## src/rtl/rw_req_scheduler.sv

```systemverilog
// rw_req_scheduler
//   Front end for the single read/write transaction FSM. Round-robin picks
//   one of NUM_REQ requesters and drives a level read/write command, holding
//   it stable for the whole transaction. A failed transaction is re-issued
//   after a gap of idle cycles. A hung transaction is abandoned after TIMEOUT
//   cycles. A one-cycle response goes back to the granted requester.
//
// Ports
//   clk, rst             clock, synchronous active-high reset
//   req_valid/ready      per-requester handshake (ready: one-hot accept pulse)
//   req_write/page/wdata per-requester command, page and write data
//   rsp_valid            one-hot response pulse
//   rsp_ok/timeout/rdata response status and read data
//   read/write           level command to the transaction FSM
//   FSMmempage           page for the transaction FSM
//   data_from_OS         write data for the transaction FSM
//   read_write_FSM_done  transaction FSM done pulse
//   isValueReadCorrect   transaction FSM success flag, valid with done
//   data_to_OS           transaction FSM read data
module rw_req_scheduler #(
  parameter int NUM_REQ   = 2,
  parameter int MAX_RETRY = 3,
  parameter int RETRY_GAP = 4,
  parameter int TIMEOUT   = 1024
) (
  input  logic                     clk,
  input  logic                     rst,
  input  logic [NUM_REQ-1:0]       req_valid,
  input  logic [NUM_REQ-1:0]       req_write,
  input  logic [NUM_REQ-1:0][15:0] req_page,
  input  logic [NUM_REQ-1:0][63:0] req_wdata,
  output logic [NUM_REQ-1:0]       req_ready,
  output logic [NUM_REQ-1:0]       rsp_valid,
  output logic                     rsp_ok,
  output logic                     rsp_timeout,
  output logic [63:0]              rsp_rdata,
  output logic                     read,
  output logic                     write,
  output logic [15:0]              FSMmempage,
  output logic [63:0]              data_from_OS,
  input  logic                     read_write_FSM_done,
  input  logic                     isValueReadCorrect,
  input  logic [63:0]              data_to_OS
);

  localparam int GW   = (NUM_REQ > 1) ? $clog2(NUM_REQ) : 1;
  localparam int TW   = $clog2(TIMEOUT + 1);
  localparam int RW   = $clog2(MAX_RETRY + 2);
  localparam int GAPW = $clog2(RETRY_GAP + 1);

  typedef enum logic [2:0] {S_IDLE, S_ISSUE, S_WAIT, S_GAP, S_RESP} state_t;

  state_t            state_q, state_d;
  logic [GW-1:0]     ptr_q, ptr_d;
  logic [GW-1:0]     gnt_q, gnt_d;
  logic              wr_q, wr_d;
  logic [15:0]       page_q, page_d;
  logic [63:0]       wdata_q, wdata_d;
  logic [RW-1:0]     retry_q, retry_d;
  logic [TW-1:0]     timer_q, timer_d;
  logic [GAPW-1:0]   gap_q, gap_d;
  logic              ok_q, ok_d;
  logic              to_q, to_d;
  logic [63:0]       rdata_q, rdata_d;

  // Round-robin search: first valid requester at or after ptr_q.
  logic              gnt_found;
  logic [GW-1:0]     gnt_idx;
  logic [GW:0]       scan;

  always_comb begin
    gnt_found = 1'b0;
    gnt_idx   = '0;
    scan      = '0;
    for (int k = 0; k < NUM_REQ; k++) begin
      scan = {1'b0, ptr_q} + (GW+1)'(k);
      if (scan >= (GW+1)'(NUM_REQ)) scan = scan - (GW+1)'(NUM_REQ);
      if (!gnt_found && req_valid[scan[GW-1:0]]) begin
        gnt_found = 1'b1;
        gnt_idx   = scan[GW-1:0];
      end
    end
  end

  always_comb begin
    state_d = state_q;
    ptr_d   = ptr_q;
    gnt_d   = gnt_q;
    wr_d    = wr_q;
    page_d  = page_q;
    wdata_d = wdata_q;
    retry_d = retry_q;
    timer_d = timer_q;
    gap_d   = gap_q;
    ok_d    = ok_q;
    to_d    = to_q;
    rdata_d = rdata_q;
    case (state_q)
      S_IDLE: begin
        if (gnt_found) begin
          gnt_d   = gnt_idx;
          wr_d    = req_write[gnt_idx];
          page_d  = req_page[gnt_idx];
          wdata_d = req_wdata[gnt_idx];
          retry_d = '0;
          ptr_d   = (gnt_idx == GW'(NUM_REQ-1)) ? '0 : gnt_idx + GW'(1);
          state_d = S_ISSUE;
        end
      end
      S_ISSUE: begin
        timer_d = '0;
        state_d = S_WAIT;
      end
      S_WAIT: begin
        timer_d = timer_q + TW'(1);
        if (read_write_FSM_done) begin
          if (isValueReadCorrect) begin
            ok_d    = 1'b1;
            to_d    = 1'b0;
            rdata_d = wr_q ? 64'd0 : data_to_OS;
            state_d = S_RESP;
          end else if (retry_q < RW'(MAX_RETRY)) begin
            retry_d = retry_q + RW'(1);
            gap_d   = '0;
            state_d = S_GAP;
          end else begin
            ok_d    = 1'b0;
            to_d    = 1'b0;
            rdata_d = '0;
            state_d = S_RESP;
          end
        // ISSUE is the attempt's first cycle, so the timer reaching
        // TIMEOUT-1 here leaves the command live for exactly TIMEOUT cycles.
        end else if (timer_q == TW'(TIMEOUT-2)) begin
          ok_d    = 1'b0;
          to_d    = 1'b1;
          rdata_d = '0;
          state_d = S_RESP;
        end
      end
      S_GAP: begin
        if (gap_q == GAPW'(RETRY_GAP-1)) state_d = S_ISSUE;
        else                             gap_d   = gap_q + GAPW'(1);
      end
      S_RESP: state_d = S_IDLE;
      default: state_d = S_IDLE;
    endcase
  end

  always_ff @(posedge clk) begin
    if (rst) begin
      state_q <= S_IDLE;
      ptr_q   <= '0;
      gnt_q   <= '0;
      wr_q    <= 1'b0;
      page_q  <= '0;
      wdata_q <= '0;
      retry_q <= '0;
      timer_q <= '0;
      gap_q   <= '0;
      ok_q    <= 1'b0;
      to_q    <= 1'b0;
      rdata_q <= '0;
    end else begin
      state_q <= state_d;
      ptr_q   <= ptr_d;
      gnt_q   <= gnt_d;
      wr_q    <= wr_d;
      page_q  <= page_d;
      wdata_q <= wdata_d;
      retry_q <= retry_d;
      timer_q <= timer_d;
      gap_q   <= gap_d;
      ok_q    <= ok_d;
      to_q    <= to_d;
      rdata_q <= rdata_d;
    end
  end

  // Command drops combinationally in the done cycle so the transaction FSM,
  // back in its hold state, never sees a stale level and restarts.
  logic cmd_live;
  logic in_resp;
  assign cmd_live = ((state_q == S_ISSUE) || (state_q == S_WAIT)) &&
                    !read_write_FSM_done && !rst;
  assign in_resp  = (state_q == S_RESP) && !rst;

  assign read         = cmd_live & ~wr_q;
  assign write        = cmd_live &  wr_q;
  assign FSMmempage   = rst ? 16'd0 : page_q;
  assign data_from_OS = rst ? 64'd0 : wdata_q;

  assign req_ready   = ((state_q == S_IDLE) && gnt_found && !rst) ?
                       (NUM_REQ'(1) << gnt_idx) : '0;
  assign rsp_valid   = in_resp ? (NUM_REQ'(1) << gnt_q) : '0;
  assign rsp_ok      = in_resp & ok_q;
  assign rsp_timeout = in_resp & to_q;
  assign rsp_rdata   = in_resp ? rdata_q : 64'd0;

endmodule

```

## config.mk

```make
export PLATFORM = sky130hd
export DESIGN_NAME = rw_req_scheduler
export DESIGN_NICKNAME = d
export VERILOG_FILES = /design/src/rtl/rw_req_scheduler.sv
export SDC_FILE = /design/constraint.sdc
export NUM_CORES = 1
export LEC_CHECK = 0
export CORE_AREA = 3 3 148 150
export CTS_BUF_LIST = sky130_fd_sc_hd__clkbuf_16
export DETAILED_ROUTE_END_ITERATION = 10
export DIE_AREA = 0 0 151 153
export PLACE_DENSITY = 0.83
export SLEW_MARGIN = 20
export SYNTH_ARGS = -nofsm -noshare
export SYNTH_HDL_FRONTEND = slang
export SYNTH_SLANG_ARGS = --single-unit
export TNS_END_PERCENT = 50
```

## constraint.sdc

```tcl
create_clock -name clk -period 5.15 [get_ports clk]
set_clock_uncertainty 0.1 [all_clocks]
set_input_delay 1.03 -clock clk [delete_from_list [all_inputs] [get_ports clk]]
set_output_delay 1.03 -clock clk [all_outputs]
set_load 0.005 [all_outputs]
```

==> impl_metrics.ini <==
[clock_tree]
clk_pin_slew_worst_paths_ns = 0.07
h-tree-depth = 4
cts_setup_buffers = 0
ctsLongestPathBuffers = 2
tritoncts = built
root_buffer = clkbuf_16
cts.sinks = 169
numCtsBuffers = 17
insertion_delay_ns = 0.41
cts_hold_buf = 0
cts_resized = 0

[detailed_routing]
dr_wl_met3_um = 1760
via_count = 6929
wl_met2_um = 12300
wire_per_inst_um = 17.7
ant_nets = 0
drc = 0
wl_met1_um = 9640
first_iter_violations = 297
top_layer_used = met4
viasPerCell = 5.00
drt_pass1_iterations = 4
wl_um = 24500

[synthesis]
yosysMostFrequentCell = dfxtp_1
syn-num-nets = 991
async_reset_ff_share_pct = 0
synth.area.top_cells = dfxtp_1 (45%), a22o_1 (14%), nor2b_1 (6.9%)
synth_largest_area_cell = dfxtp_1
syn_inst = 754
ys.flop_type = dfxtp_1
syn_avg_cell_area_sq_um = 9.89
ys_ff_latch = 169
seq_area_frac_synth_pct = 45.4
synth_warnings = 0
yosys-top-cells-count = dfxtp_1 (169), a22o_1 (122), nor2b_1 (82), and2_1 (68), a21o_1 (60)
synth_cell_type_count = 51
netlist_area_sq_um = 7460
synth_top_area_share_pct = 45.4
synth_edf_count = 0

[worst_hold_path]
hp-start = ptr_q
holdPathStages = 1
min_path_type = reg2reg
worstHoldEndpoint = ptr_q

[cells_and_area]
drive_gt1_share_pct = 5.23
syn2layout_area_growth_pct = 58.8
finalNetCount = 1335
diodes = 0
final_util_pct = 56.9

[critical_path]
r2r-end = wdata_q[1]
rr_startpoint = state_q[0]
critical_path_arrival_ns = 2.75
critPathLaunchType = input pin
r2r_slack_ns = 2.65
worstRegToRegCells = 5
crit_type = in2out
required_ns = 4.02
critPathLaunch = req_valid[1]
crit_path_end_kind = output port
path_max_fanout = 4

[power_and_ir_drop]
ir_drop_uv = 193
power_density_nw_per_um2 = 294
p_leak_nw = 4.79

[floorplan]
die_h_um = 153
design.core.area_sq_um = 20800
die_x_um = 151
initial_core_util_pct = 35.8
rows = 53
die-area_sq_um = 23100
pin_count = 384

[outcome]
status = complete, no violations

[sta]
rsz0062_at_grt = no
timing.final.hold_violations = 0
finalCriticalPeriod_ns = 3.88
report.final.slew_viol_count = 0
worst_pin_slew_ns = 0.980
period_share_pct = 75.3
fmax_mhz = 258
finalSetupTns_ns = 0
maxSlewHeadroom_pct = 34.4
setup_viol = 0

[global_route]
grt_max_degree = 83
grt-ovfl-total = 0
grtUsageTotal_pct = 20.4
antenna_found_initial = 0
grt_pass1_vias = 6841
grt_pass1_wl_um = 37600

[job]
maxCapViolCount = 0

[placed_design]
place.gp.congestion = 0.845
portBuffers = 383
hpwlAfterDp_um = 18000
[layer usage]
metal / global-route usage, % / up-vias
met1: 22.8 / 3244
met2: 36.1 / 237
li1: - / 3399
met5: 0 / -
met3: 5.81 / 49
met4: 8.03 / 0
[worst max path at each step]
stage | end | slack [ns]
finish | req_ready[0] | 1.27
global route | rsp_timeout | 1.15
CTS | rsp_timeout | 1.23
detailed placement | rsp_timeout | 1.23
global placement | req_ready[0] | 1.25
floorplan | rsp_rdata[43] | 2.05
[cell type report]
type | instances | area (sq um)
clock buffer | 17 | 425
clock inverter | 14 | 124
tap | 275 | 344
fill | 1852 | 8980
multi-input combinational | 514 | 3650
timing repair buffer | 393 | 3910
inverter | 3 | 11.3
sequential | 169 | 3380
[cell families (layout without fill, tap and decap cells)]
logic type | after synthesis | in the layout | synth area share, %
DFF | 169 | 169 | 45.4
buffers and inverters | 71 | 427 | 6.06
xor gates and xnor gates | 2 | 2 | 0.235
and+or+nand+nor | 244 | 244 | 19.6
adders and majority gates | 5 | 5 | 0.839
muxes | 2 | 2 | 0.302
AOI/OAI and AO/OA | 261 | 261 | 27.6
[power by group]
| group | switching (mW) | internal (mW) | leakage, nW |
|---|---|---|---|
| clock | 0.544 | 0.666 | 0.267 |
| sequential | 0.0538 | 1.44 | 1.38 |
| combinational | 0.327 | 0.453 | 3.14 |
[cell usage in the layout (no fill, tap or decap), types with 5 or more instances in the layout]
| master | instances |
|---|---|
| nor2b_1 | 81 |
| o21ai_0 | 26 |
| a22o_1 | 122 |
| ha_1 | 5 |
| buf_4 | 11 |
| clkbuf_16 | 17 |
| and2_1 | 68 |
| nand2_1 | 35 |
| a22oi_1 | 23 |
| nor2_1 | 17 |
| a21o_1 | 60 |
| clkdlybuf4s50_1 | 382 |
| dfxtp_1 | 169 |
| a21oi_1 | 11 |
| nor3_1 | 9 |
[critical path, stage by stage]
cell and delay, ns:
clkdlybuf4s50_1 0.60, nor2_1 0.14, a2111oi_4 0.41, clkdlybuf4s50_1 0.58
[through the flow]
stage	std cells	hold slack, ns	power, mW	worst slack, ns	cell area (sq um)
after floorplan	754	0.317	1.93	2.05	7460
after global placement	1354	0.332	2.29	1.25	11300
after detailed placement	1354	0.341	2.30	1.23	11300
after CTS	1385	0.357	3.52	1.23	11800
after global routing	1385	0.368	3.65	1.15	11800
final	1385	0.349	3.48	1.27	11800
[sequential cells by signal (all words and copies together) (netlist names)]
signal / cells
to_q: 1
gnt_q: 1
timer_q: 11
ptr_q: 1
rdata_q: 64
wr_q: 1
wdata_q: 64
retry_q: 3
gap_q: 3
ok_q: 1
state_q: 3
page_q: 16
(Power assumes the default switching activity.)
